## src/rtl/top_core.sv

```systemverilog
// Moving-average pipeline: registers each input sample, keeps a 2**WIN_LOG2 deep
// shift history, and outputs the floored mean of that history one stage later.
module top_core #(
  parameter int DATA_W   = 8,
  parameter int WIN_LOG2 = 2
) (
  input  logic              CLK_I,
  input  logic              RST_X,
  input  logic [DATA_W-1:0] DATA_I,
  output logic [DATA_W-1:0] DATA_O
);

  localparam int N     = 1 << WIN_LOG2;
  localparam int SUM_W = DATA_W + WIN_LOG2;

  // Always-enabled stream: a new sample is accepted on every edge, there is
  // no valid/ready pair and nothing can stall.
  logic [DATA_W-1:0] in_q;
  logic [DATA_W-1:0] hist [N];
  logic [DATA_W-1:0] avg_q;
  logic [SUM_W-1:0]  sum_c;

  // WIN_LOG2 extra bits make the sum of N full-scale samples fit exactly.
  always_comb begin
    sum_c = '0;
    for (int k = 0; k < N; k++) begin
      sum_c = sum_c + SUM_W'(hist[k]);
    end
  end

  always_ff @(posedge CLK_I or negedge RST_X) begin
    if (!RST_X) begin
      in_q  <= '0;
      avg_q <= '0;
      for (int k = 0; k < N; k++) begin
        hist[k] <= '0;
      end
    end else begin
      in_q    <= DATA_I;
      hist[0] <= in_q;
      for (int k = 1; k < N; k++) begin
        hist[k] <= hist[k-1];
      end
      avg_q <= sum_c[SUM_W-1:WIN_LOG2];
    end
  end

  assign DATA_O = avg_q;

endmodule

```

## config.mk

```make
export PLATFORM = sky130hd
export DESIGN_NAME = top_core
export DESIGN_NICKNAME = d
export VERILOG_FILES = /design/src/rtl/top_core.sv
export SDC_FILE = /design/constraint.sdc
export NUM_CORES = 1
export LEC_CHECK = 0
export ABC_AREA = 1
export CORE_ASPECT_RATIO = 0.9
export CORE_MARGIN = 2
export CORE_UTILIZATION = 45
export DETAILED_ROUTE_END_ITERATION = 7
export DONT_BUFFER_PORTS = 1
export GPL_ROUTABILITY_DRIVEN = 1
export PLACE_DENSITY = 0.71
export SETUP_SLACK_MARGIN = 0.15
export SLEW_MARGIN = 40
export SYNTH_ARGS = -nofsm -noshare
export SYNTH_HDL_FRONTEND = slang
export SYNTH_SLANG_ARGS = --single-unit
```

## constraint.sdc

```tcl
create_clock -name CLK_I -period 3 [get_ports CLK_I]
set_input_delay 0 -clock CLK_I [delete_from_list [all_inputs] [get_ports CLK_I]]
set_output_delay 0 -clock CLK_I [all_outputs]
set_load 0.05 [all_outputs]
```

Word level (Yosys, flattened, before mapping). Index checks and enable logic that the tools add are counted.

Flip-flop bits (word level): 48. Latch bits: 0. Memory bits (writable): 0. Memory bits (read-only): 0. Bits of input ports: 10. Output and inout port bits: 8. Logic and storage cells: 9. Memories kept: 0.

Add/sub/neg operators: 3. Multipliers: 0. Divide/modulo/power cells: 0. Order comparisons: 0. Equality and inequality tests: 0. Shifts and indexed selects: 0. Multiplexer cells: 0. Bitwise operators: 0. Reductions and logical operators: 0.

Operator list (number): 10-bit by 8-bit adder with 10-bit output (1); 9-bit by 8-bit adder with 10-bit output (1); 8-bit by 8-bit adder with 9-bit output (1).

Longest topological paths before layout. Gate-level depths: netlist of run 1.

Depth after elaboration: 3. Gate-level depth with buffers: 13. Mapped depth without buffers: 13.

Worst setup path after synthesis of run 1. Ideal clock, no wire load.

Kind: register to register. From: register hist[1] in the netlist's numbering. To: register avg_q[7], in the netlist DATA_O[7]. Setup time: 0.119 ns. Data arrival time: 2.273 ns. Required time: 2.881 ns. Path slack: 0.608 ns. Stages on the path, launching flop included: 14. Path buffers: 0. Period minus slack after synthesis: 2.392 ns. Cells stage by stage: dfrtp_1 inv_1 fa_1 inv_1 fa_1 nand2_1 nor2_4 fa_1 nand3_1 nand2_1 nand3_2 nand2_2 nand2_1 nand2_1.

Word-level cells in the longest chain between the ends: 1.

RTL lines: start: declaration (line 19) `logic [DATA_W-1:0] hist [N];`; start signal: indexed assignment (line 42) `hist[k] <= hist[k-1];`; 10-bit by 8-bit adder with 10-bit output (line 27) `sum_c = sum_c + SUM_W'(hist[k]);`; via sum_c[9] (line 21) `logic [SUM_W-1:0] sum_c;`; end signal: assignment (line 44) `avg_q <= sum_c[SUM_W-1:WIN_LOG2];`; end: declaration (line 20) `logic [DATA_W-1:0] avg_q;`.

The timed path passes the listed nets, and every way through them passes these cells.

Final worst setup path of run 1. Same ends and word-level chain as after synthesis.

==> out/qor.csv, run 1 <==
metric,value,unit
status,completed,
Final min period,2.51,ns
clk sink count,48,
"Top FF cell, synth",dfrtp_1,
setup bufs post-CTS,0,
WL/cell,9.31,um
"Seq/Total Area, Yosys",0.597,
syn avg cell area,12.3,um2
Root Buffer Master,clkbuf_8,
total gr overflow,0,
P per Cell Area,719,nW/um2
"Worst Setup Slack, final",0.491,ns
largest net degree at the start of global routing,49,
number of synthesized flops with an enable pin,0,
IO buf count,0,
Clock Latency Late Sink,0.29,ns
DP HPWL,1630,um
required time worst endpoint,3.19,ns
most instantiated library cell after synthesis,inv_1,
CP dominant cell by count,nand2_1,
number of global-route vias before repair,974,
Tcrit/Tclk final,0.836,
DRT Wirelength,2260,um
syn_nets,197,
worst setup path start,hist[1],
Iter 0 DRT Violations,42,
initial antenna violation count,0,
worst path bufs/invs,2,
clock buffer count from CTS,5,
#FFs+latches synth,48,
CP Cell Sequence,inv_1 -> fa_1 -> inv_1 -> fa_1 -> nand2_1 -> nor2_4 -> fa_1 -> nand3_1 -> nand2_1 -> nand3_2 -> nand2_2 -> nand2_1 -> nand2_1,
achievable frequency,399,MHz
r2r startpoint,hist[1],
Initial Util,0.460,
clk_skew,0.00291,ns
routed vias,990,
core area,4370,um2
# IOs,18,
first-pass GRT wire length,4140,um
post-synth cell types,15,
ratio of cells with drive above 1 in the final layout,0.0773,
max-cap violations,0,
pre-CTS WS,0.508,ns
Synth area leaders,"dfrtp_1 60%, fa_1 16%, inv_1 9.9%",
TritonRoute pass-1 iters,4,
crit end category,register,
critical path class,reg2reg,
CP max stage delay,0.52,ns
Final ANT Viol Nets,0,
post-synth top area share,0.597,
H-tree Lvls,2,
crit-path max FO,2,
RSZ-0062 raised after global routing,no,
vias per inst,4.07,
mapped cell area,2010,um2
Peak VDD IR,0.000340,V
Comb pwr share,0.210,
CTS Buffer Depth,2,
Static Leak,1.22,nW
CP Launch Type,register,
Critical Path AT,2.70,ns
"Reg clk slew, reported paths",0.08,ns
Clk pwr share,0.215,
CP top delay family,adder cells,
switching pwr,620,uW
Crit-path slowest cell,fa_1,
P_int,1.03,mW
Post-synth top cells,"53 x inv_1, 48 x dfrtp_1, 20 x nand2_1",
Fin Setup TNS,0,ns
die area,5030,um2
Syn-to-layout area delta,13.7,%
Sw Ratio,0.377,
Die Y,67.5,um
Mapped Cells,164,
asr flop ratio synth,1.00,
Synth Warn #,0,
FP Rows,23,
Post-route DRC,0,
Flop pwr share,0.574,
Slew @ Worst Pin,0.446,ns
Die Span X,74.5,um
CTS tree,done,
Design Power,1.65,mW
ANT cells,0,
Final Slew Violations,0,
All-Layer GR Usage,0.114,
HP Class,in2async,
Final Hold Viols,0,
fin nets,214,
Slew headroom,0.703,
Placer Congestion,0.689,
"area leader, netlist",dfrtp_1,
post-CTS sizing,0,
final setup violation count,0,
## cell type report
class	count	area, um2
flip-flops and latches	48	1200
well taps	62	77.6
fillers	374	2080
repair buffers	10	118
clock buffers	5	68.8
clock inverters	2	12.5
inverters	54	203
multi-input cells	62	609
## power groups by stage
| stage | sequential [mW] | clock, mW | combinational (mW) |
|---|---|---|---|
| 2_1_floorplan | 0.954 | 0 | 0.274 |
| 3_3_place_gp | 0.958 | 0 | 0.317 |
| 3_5_place_dp | 0.961 | 0 | 0.324 |
| 4_1_cts | 0.947 | 0.375 | 0.353 |
| 5_1_grt | 0.958 | 0.400 | 0.411 |
| 6_report | 0.945 | 0.355 | 0.346 |
## sequential cells by signal, indices dropped and copies added (netlist names)
register and flops:
DATA_O 8, hist 32, in_q 8
## through the flow
| stage | utilization | std cells | hold slack [ns] | area (um2) |
|---|---|---|---|---|
| detailed placement | 0.478 | 226 | -0.295 | 2090 |
| floorplan | - | 164 | -0.296 | 2010 |
| CTS | 0.523 | 243 | 0.208 | 2290 |
| global route | 0.523 | 243 | 0.220 | 2290 |
| global placement | 0.478 | 226 | -0.295 | 2090 |
| finish | 0.523 | 243 | 0.195 | 2290 |
## worst paths after layout
check                      slack (ns)  cells after the start         to
max                              0.49                     13  DATA_O[7]
min                              0.20                      2    hist[7]
max reg2reg                      0.49                     13  DATA_O[7]
min reg2reg                      0.35                      0   hist[29]
max in group asynchronous        2.59                      2    hist[5]
min in group CLK_I               0.26                      1    in_q[2]
## kinds of logic (layout without fill, tap and decap cells)
family	count (synthesis)	in the layout	synth area share
AOI/OAI and AO/OA	6	6	0.0180
xor gates and xnor gates	3	3	0.0131
adders and majority gates	23	23	0.203
buffers and inverters	54	71	0.101
DFF	48	48	0.597
and+or+nand+nor	30	30	0.0690
## layout by cell type, fill, tap and decap left out
cell type      Yosys  final
xor2_1             3      3
a21o_1             1      1
nand2_2            3      3
nand2_1           20     20
ha_1               7      7
clkinv_1           1      1
clkinv_2           0      1
inv_1             53     53
dlygate4sd3_1      0      9
a21oi_2            1      1
nor2_4             1      1
buf_16             0      1
nor2_1             1      1
nand3_1            4      4
dfrtp_1           48     48
clkinvlp_4         0      1
nand3_2            1      1
clkbuf_8           0      5
a21oi_1            4      4
fa_1              16     16
## metal layers
metal / part of all wire / vias to the layer above / track usage
met5: 0 / - / 0
met4: 0.026 / 0 / 0.0603
met3: 0.046 / 7 / 0.0403
met2: 0.41 / 23 / 0.153
met1: 0.52 / 464 / 0.161
li1: - / 496 / -
## what timing repair did
item / CTS / global route
hold buffers: 10 / 0
endpoints found under the hold margin: 56 / 0
setup endpoints to repair: 0 / 0
No activity file was read; power rests on OpenSTA's default activity.
==> run 2, diff against run 1 <==
--- a/config.mk
+++ b/config.mk
@@ -12,7 +12,7 @@
 export DETAILED_ROUTE_END_ITERATION = 7
 export DONT_BUFFER_PORTS = 1
 export GPL_ROUTABILITY_DRIVEN = 1
-export PLACE_DENSITY = 0.71
+export PLACE_DENSITY = 0.73
 export SETUP_SLACK_MARGIN = 0.15
 export SLEW_MARGIN = 40
 export SYNTH_ARGS = -nofsm -noshare
==> constraint.sdc (replaced) <==
create_clock -name CLK_I -period 2.1 [get_ports CLK_I]
set_input_delay 0 -clock CLK_I [delete_from_list [all_inputs] [get_ports CLK_I]]
set_output_delay 0 -clock CLK_I [all_outputs]
set_load 0.05 [all_outputs]
==> out/qor.csv, run 2 (synthesis gave the netlist of run 1 again) <==
metric,value,unit,change
Die Span X,74.5,um,unchanged
CP Cell Sequence,inv_2 -> fa_1 -> inv_1 -> fa_2 -> nand2_2 -> nor2_4 -> fa_2 -> nand3_2 -> nand2_2 -> nand3_2 -> nand2_2 -> nand2_1 -> nand2_1,,
die area,5030,um2,unchanged
status,"complete, but fails checks",,
routed vias,1084,,+9.5%
CP dominant cell by count,nand2_2,,
Clock Latency Late Sink,0.29,ns,about the same
total gr overflow,0,,unchanged
Final Slew Violations,0,,unchanged
Crit-path slowest cell,fa_1,,
"Worst Setup Slack, final",-0.284,ns,-0.775 ns
core area,4370,um2,unchanged
routed wl met3,110,um,+4.8%
All-Layer GR Usage,0.132,,+0.0180
max reg flops,32,,unchanged
WL/cell,10.4,um,+12%
ratio of cells with drive above 1 in the final layout,0.276,,+0.199
CTS Buffer Depth,2,,unchanged
Iter 0 DRT Violations,34,,-19%
vias per inst,4.27,,+4.8%
TritonRoute pass-1 iters,2,,-2
clk_skew,0.00335,ns,+0.000433 ns
Finished Layout Cells,254,,+4.5%
RSZ-0062 raised after global routing,yes,,
Critical Path AT,2.57,ns,-0.13 ns
clock buffer count from CTS,5,,unchanged
register area,1200,um2,unchanged
Flop pwr share,0.509,,-0.065
Sw Ratio,0.374,,-0.00293
"Reg clk slew, reported paths",0.08,ns,about the same
Final Hold Viols,0,,unchanged
"commonest non-fill, non-tap cells in the layout","48 x dfrtp_1, 44 x inv_1, 14 x fa_1, 13 x nand2_1",,
Root Buffer Master,clkbuf_8,,
CP Launch Type,register,,
Fill cells,350,,-6.4%
met2 WL post-DR,1350,um,+45%
Final ANT Viol Nets,0,,unchanged
CTS tree,done,,
Die Y,67.5,um,unchanged
initial antenna violation count,0,,unchanged
HP Class,in2async,,
failing checks,setup timing,,
switching pwr,992,uW,+60%
max-cap violations,0,,unchanged
fin nets,224,,+4.7%
Initial Util,0.460,,unchanged
worst path bufs/invs,2,,unchanged
Peak VDD IR,0.000497,V,+46%
P_int,1.66,mW,+62%
crit end category,register,,
Post-route DRC,0,,unchanged
dpl cells,233,,+3.1%
Placer Congestion,0.760,,+10%
number of global-route vias before repair,1154,,+18%
clk sink count,48,,unchanged
crit-path max FO,2,,unchanged
Slew headroom,0.706,,+0.00336
"most common cell after layout, fill and taps aside",dfrtp_1,,
Fin Setup TNS,-1.67,ns,-1.67 ns
CP top delay family,adder cells,,
critical path class,reg2reg,,
pre-CTS WS,-0.286,ns,-0.794 ns
Final min period,2.38,ns,-0.125 ns
P per Cell Area,1060,nW/um2,+47%
# IOs,18,,unchanged
Multi-input gate area,741,um2,+22%
Tcrit/Tclk final,1.14,,+0.299
max layer used,met4,,
largest net degree at the start of global routing,49,,unchanged
final setup violation count,8,,+8
FP Rows,23,,unchanged
first-pass GRT wire length,4770,um,+15%
IO buf count,0,,unchanged
H-tree Lvls,2,,unchanged
CP max stage delay,0.53,ns,about the same
DRT Wirelength,2640,um,+17%
Slew @ Worst Pin,0.441,ns,-0.00504 ns
required time worst endpoint,2.29,ns,-0.90 ns
ANT cells,0,,unchanged
Clk pwr share,0.204,,-0.011
Comb pwr share,0.287,,+0.077
Static Leak,1.30,nW,+6.4%
largest register by flop count,hist,,
Syn-to-layout area delta,24.9,%,
achievable frequency,419,MHz,+5.2%
DP HPWL,1880,um,+15%
Met1 Wirelength,1090,um,-6.8%
## run 2: changes by cell type in the layout (fill, tap and decap cells not counted), moves of 6 or more
cell and change:
ha_4 +6, nand2_1 -7, buf_4 +9, inv_2 +9, inv_1 -9, ha_1 -6
## run 2: worst reg2reg max path: cells and delay by family (launching register included)
kind | cells | cell delay (ns)
DFF | 1 | 0.35
adders and majority gates | 3 | 1.30
buffers and inverters | 2 | 0.10
and+or+nand+nor | 8 | 0.53
## run 2: what timing repair did
| action | in CTS | in global routing |
|---|---|---|
| gates resized for setup | 11 | 8 |
| endpoints found under the hold margin | 56 | 0 |
| cloned | 0 | 0 |
| setup buffers | 1 | 2 |
| hold buffers | 10 | 0 |
| pin swaps | 4 | 7 |
| endpoints found under the setup margin | 8 | 8 |
## run 2: final cells by class
class,count,share of cell area
Clock buffer,6,0.0329
Clock inverter,2,0.00398
Multi-Input combinational cell,62,0.295
Tap cell,62,0.0309
Sequential cell,48,0.478
Timing Repair Buffer,20,0.0781
Inverter,54,0.0816
## run 2: stage by stage
step	hold slack, ns	power, mW	area [um2]	util
floorplan	-0.296	1.85	2100	-
finish	0.196	2.65	2510	0.575
detailed placement	-0.295	2.01	2230	0.511
global placement	-0.294	1.98	2230	0.511
CTS	0.199	2.64	2480	0.566
global route	0.224	2.84	2510	0.575
## run 2: path summary, 6_finish.rpt
path | startpoint | endpoint | slack [ns] | cells past startpoint
worst max-delay path | hist[1] | DATA_O[5] | -0.28 | 13
worst min-delay path | RST_X | DATA_O[7] | 0.20 | 2
worst max register to register | hist[1] | DATA_O[5] | -0.28 | 13
worst min register to register | in_q[4] | hist[28] | 0.35 | 0
max in group asynchronous | RST_X | hist[8] | 1.69 | 2
min in group CLK_I | DATA_I[3] | in_q[3] | 0.26 | 1
## run 2: layer usage
metal	up-vias	global-route usage
li1	514	-
met1	534	0.151
met2	24	0.209
met3	12	0.0448
met4	0	0.0871
met5	-	0
## run 2: power by group through the flow
stage	combinational, mW	clock, mW	sequential, mW
after CTS	0.713	0.571	1.35
final	0.762	0.540	1.35
after detailed placement	0.634	0	1.37
after floorplan	0.487	0	1.36
after global placement	0.607	0	1.37
after global routing	0.865	0.608	1.37
==> run 3, diff against run 2 <==
--- a/config.mk
+++ b/config.mk
@@ -8,11 +8,11 @@
 export ABC_AREA = 1
 export CORE_ASPECT_RATIO = 0.9
 export CORE_MARGIN = 2
-export CORE_UTILIZATION = 45
+export CORE_UTILIZATION = 44
 export DETAILED_ROUTE_END_ITERATION = 7
 export DONT_BUFFER_PORTS = 1
 export GPL_ROUTABILITY_DRIVEN = 1
-export PLACE_DENSITY = 0.73
+export PLACE_DENSITY = 0.72
 export SETUP_SLACK_MARGIN = 0.15
 export SLEW_MARGIN = 40
 export SYNTH_ARGS = -nofsm -noshare
==> constraint.sdc (replaced) <==
create_clock -name CLK_I -period 2.1 [get_ports CLK_I]
set_input_delay 0.42 -clock CLK_I [delete_from_list [all_inputs] [get_ports CLK_I]]
set_output_delay 0.42 -clock CLK_I [all_outputs]
set_load 0.05 [all_outputs]
==> out/qor.csv, run 3 (synthesis gave the netlist of run 1 again) <==
metric,value,unit,change
max-cap violations,0,,unchanged
worst hold slack,0.150,ns,-0.0459 ns
HP Class,in2reg,,
Root Buffer Master,clkbuf_8,,
first-pass GRT wire length,4970,um,+4.2%
Placer Congestion,0.750,,-1.4%
Slew @ Worst Pin,0.442,ns,+0.000386 ns
CTS Buffer Depth,2,,unchanged
# IOs,18,,unchanged
Final Util,0.552,,-0.0230
required time worst endpoint,2.29,ns,about the same
Iter 0 DRT Violations,24,,-29%
Tcrit/Tclk final,1.16,,+0.0200
Slew headroom,0.706,,about the same
critical path class,reg2reg,,
IO buf count,0,,unchanged
fin nets,217,,-3.1%
dpl cells,233,,unchanged
largest register by flop count,hist,,
initial antenna violation count,0,,unchanged
number of global-route vias before repair,1186,,+2.8%
Die Span X,75.3,um,+1.1%
die area,5130,um2,+2.1%
FP Rows,23,,unchanged
Critical Path AT,2.61,ns,+0.04 ns
final setup violation count,8,,unchanged
TritonRoute pass-1 iters,4,,+2
P per Cell Area,1120,nW/um2,+6.0%
clk_skew,0.00625,ns,+0.00291 ns
Met1 Wirelength,1210,um,+11%
Final ANT Viol Nets,0,,unchanged
"Worst Setup Slack, final",-0.326,ns,-0.0420 ns
Clock Latency Late Sink,0.29,ns,about the same
Post-route DRC,0,,unchanged
DP HPWL,1950,um,+4.1%
clock buffer count from CTS,5,,unchanged
crit-path max FO,2,,unchanged
Initial Util,0.454,,-0.00598
ANT cells,0,,unchanged
status,"complete, but fails checks",,
total gr overflow,0,,unchanged
CP Launch Type,register,,
"most common cell after layout, fill and taps aside",dfrtp_1,,
All-Layer GR Usage,0.132,,+0.000241
Final Slew Violations,0,,unchanged
met2 WL post-DR,1270,um,-5.7%
max layer used,met4,,
ratio of cells with drive above 1 in the final layout,0.281,,+0.00504
Final Hold Viols,0,,unchanged
crit end category,register,,
Syn-to-layout area delta,21.4,%,
core area,4430,um2,+1.3%
"Reg clk slew, reported paths",0.08,ns,about the same
WL/cell,10.7,um,+3.4%
Final min period,2.43,ns,+0.0420 ns
routed vias,1027,,-5.3%
vias per inst,4.16,,-2.6%
achievable frequency,412,MHz,-1.7%
max reg flops,32,,unchanged
H-tree Lvls,2,,unchanged
Die Y,68.2,um,+1.1%
RSZ-0062 raised after global routing,yes,,
Finished Layout Cells,247,,-2.8%
Peak VDD IR,0.000473,V,-4.9%
Static Leak,1.26,nW,-3.2%
DRT Wirelength,2650,um,+0.53%
failing checks,setup timing,,
"commonest non-fill, non-tap cells in the layout","48 x dfrtp_1, 45 x inv_1, 14 x fa_1, 13 x nand2_1, 10 x buf_4",,
clk sink count,48,,unchanged
routed wl met3,131,um,+19%
CTS tree,done,,
largest net degree at the start of global routing,49,,unchanged
[run 3: cell count changes in the layout (fill, tap and decap cells not counted), sizes merged]
cell,delta
buf,+1
bufinv,+1
dlygate4sd3,-8
inv,-1
[run 3: report_power, final]
part	total (mW)	switching [mW]	internal [mW]
Sequential	1.35	0.316	1.04
Clock	0.629	0.276	0.353
Combinational	0.754	0.391	0.363
Total	2.74	0.983	1.75
[run 3: final timing paths]
| check | start | end | slack (ns) | cells past startpoint |
|---|---|---|---|---|
| max reg2reg | hist[1] | DATA_O[3] | -0.33 | 11 |
| min in group asynchronous | RST_X | DATA_O[7] | 0.62 | 2 |
| max | hist[1] | DATA_O[3] | -0.33 | 11 |
| min | DATA_I[4] | in_q[4] | 0.15 | 0 |
| min reg2reg | in_q[3] | hist[27] | 0.35 | 0 |
| max in group asynchronous | RST_X | in_q[2] | 1.26 | 2 |
[run 3: repair_timing]
action	CTS	global route
cloned	0	0
gates resized for setup	13	2
endpoints found under the setup margin	8	8
hold buffers	2	0
pin swaps	7	5
buffers inserted	2	2
endpoints found under the hold margin	48	0
[run 3: layout make-up]
type	count	area, um2
Clock inverter	2	35.0
Tap cell	62	77.6
Clock buffer	6	72.6
Sequential cell	48	1200
Multi-Input combinational cell	62	731
Fill cell	361	1990
Timing Repair Buffer	13	124
Inverter	54	204
[run 3: stage by stage]
step                setup slack, ns  TNS, ns  area [um2]  power (mW)
finish                       -0.326    -2.10        2440        2.74
detailed placement           -0.280    -1.30        2230        2.01
floorplan                    -0.175   -0.571        2100        1.85
CTS                          -0.287    -1.50        2430        2.74
global placement             -0.211   -0.876        2230        1.98
global route                 -0.477    -3.16        2440        2.92
[run 3: worst max-delay path, cell delays in order (launching register included)]
cell and delay, ns:
dfrtp_1 0.36, inv_2 0.04, fa_1 0.53, inv_1 0.05, fa_2 0.41, nand2_2 0.09
nor2_4 0.04, fa_2 0.40, nand3_2 0.08, nand2_2 0.06, buf_4 0.13, xor2_1 0.13
[run 3: layer usage]
metal / vias to the layer above / global-route usage
li1: 500 / -
met1: 496 / 0.165
met2: 25 / 0.212
met3: 6 / 0.0442
met4: 0 / 0.0504
met5: - / 0
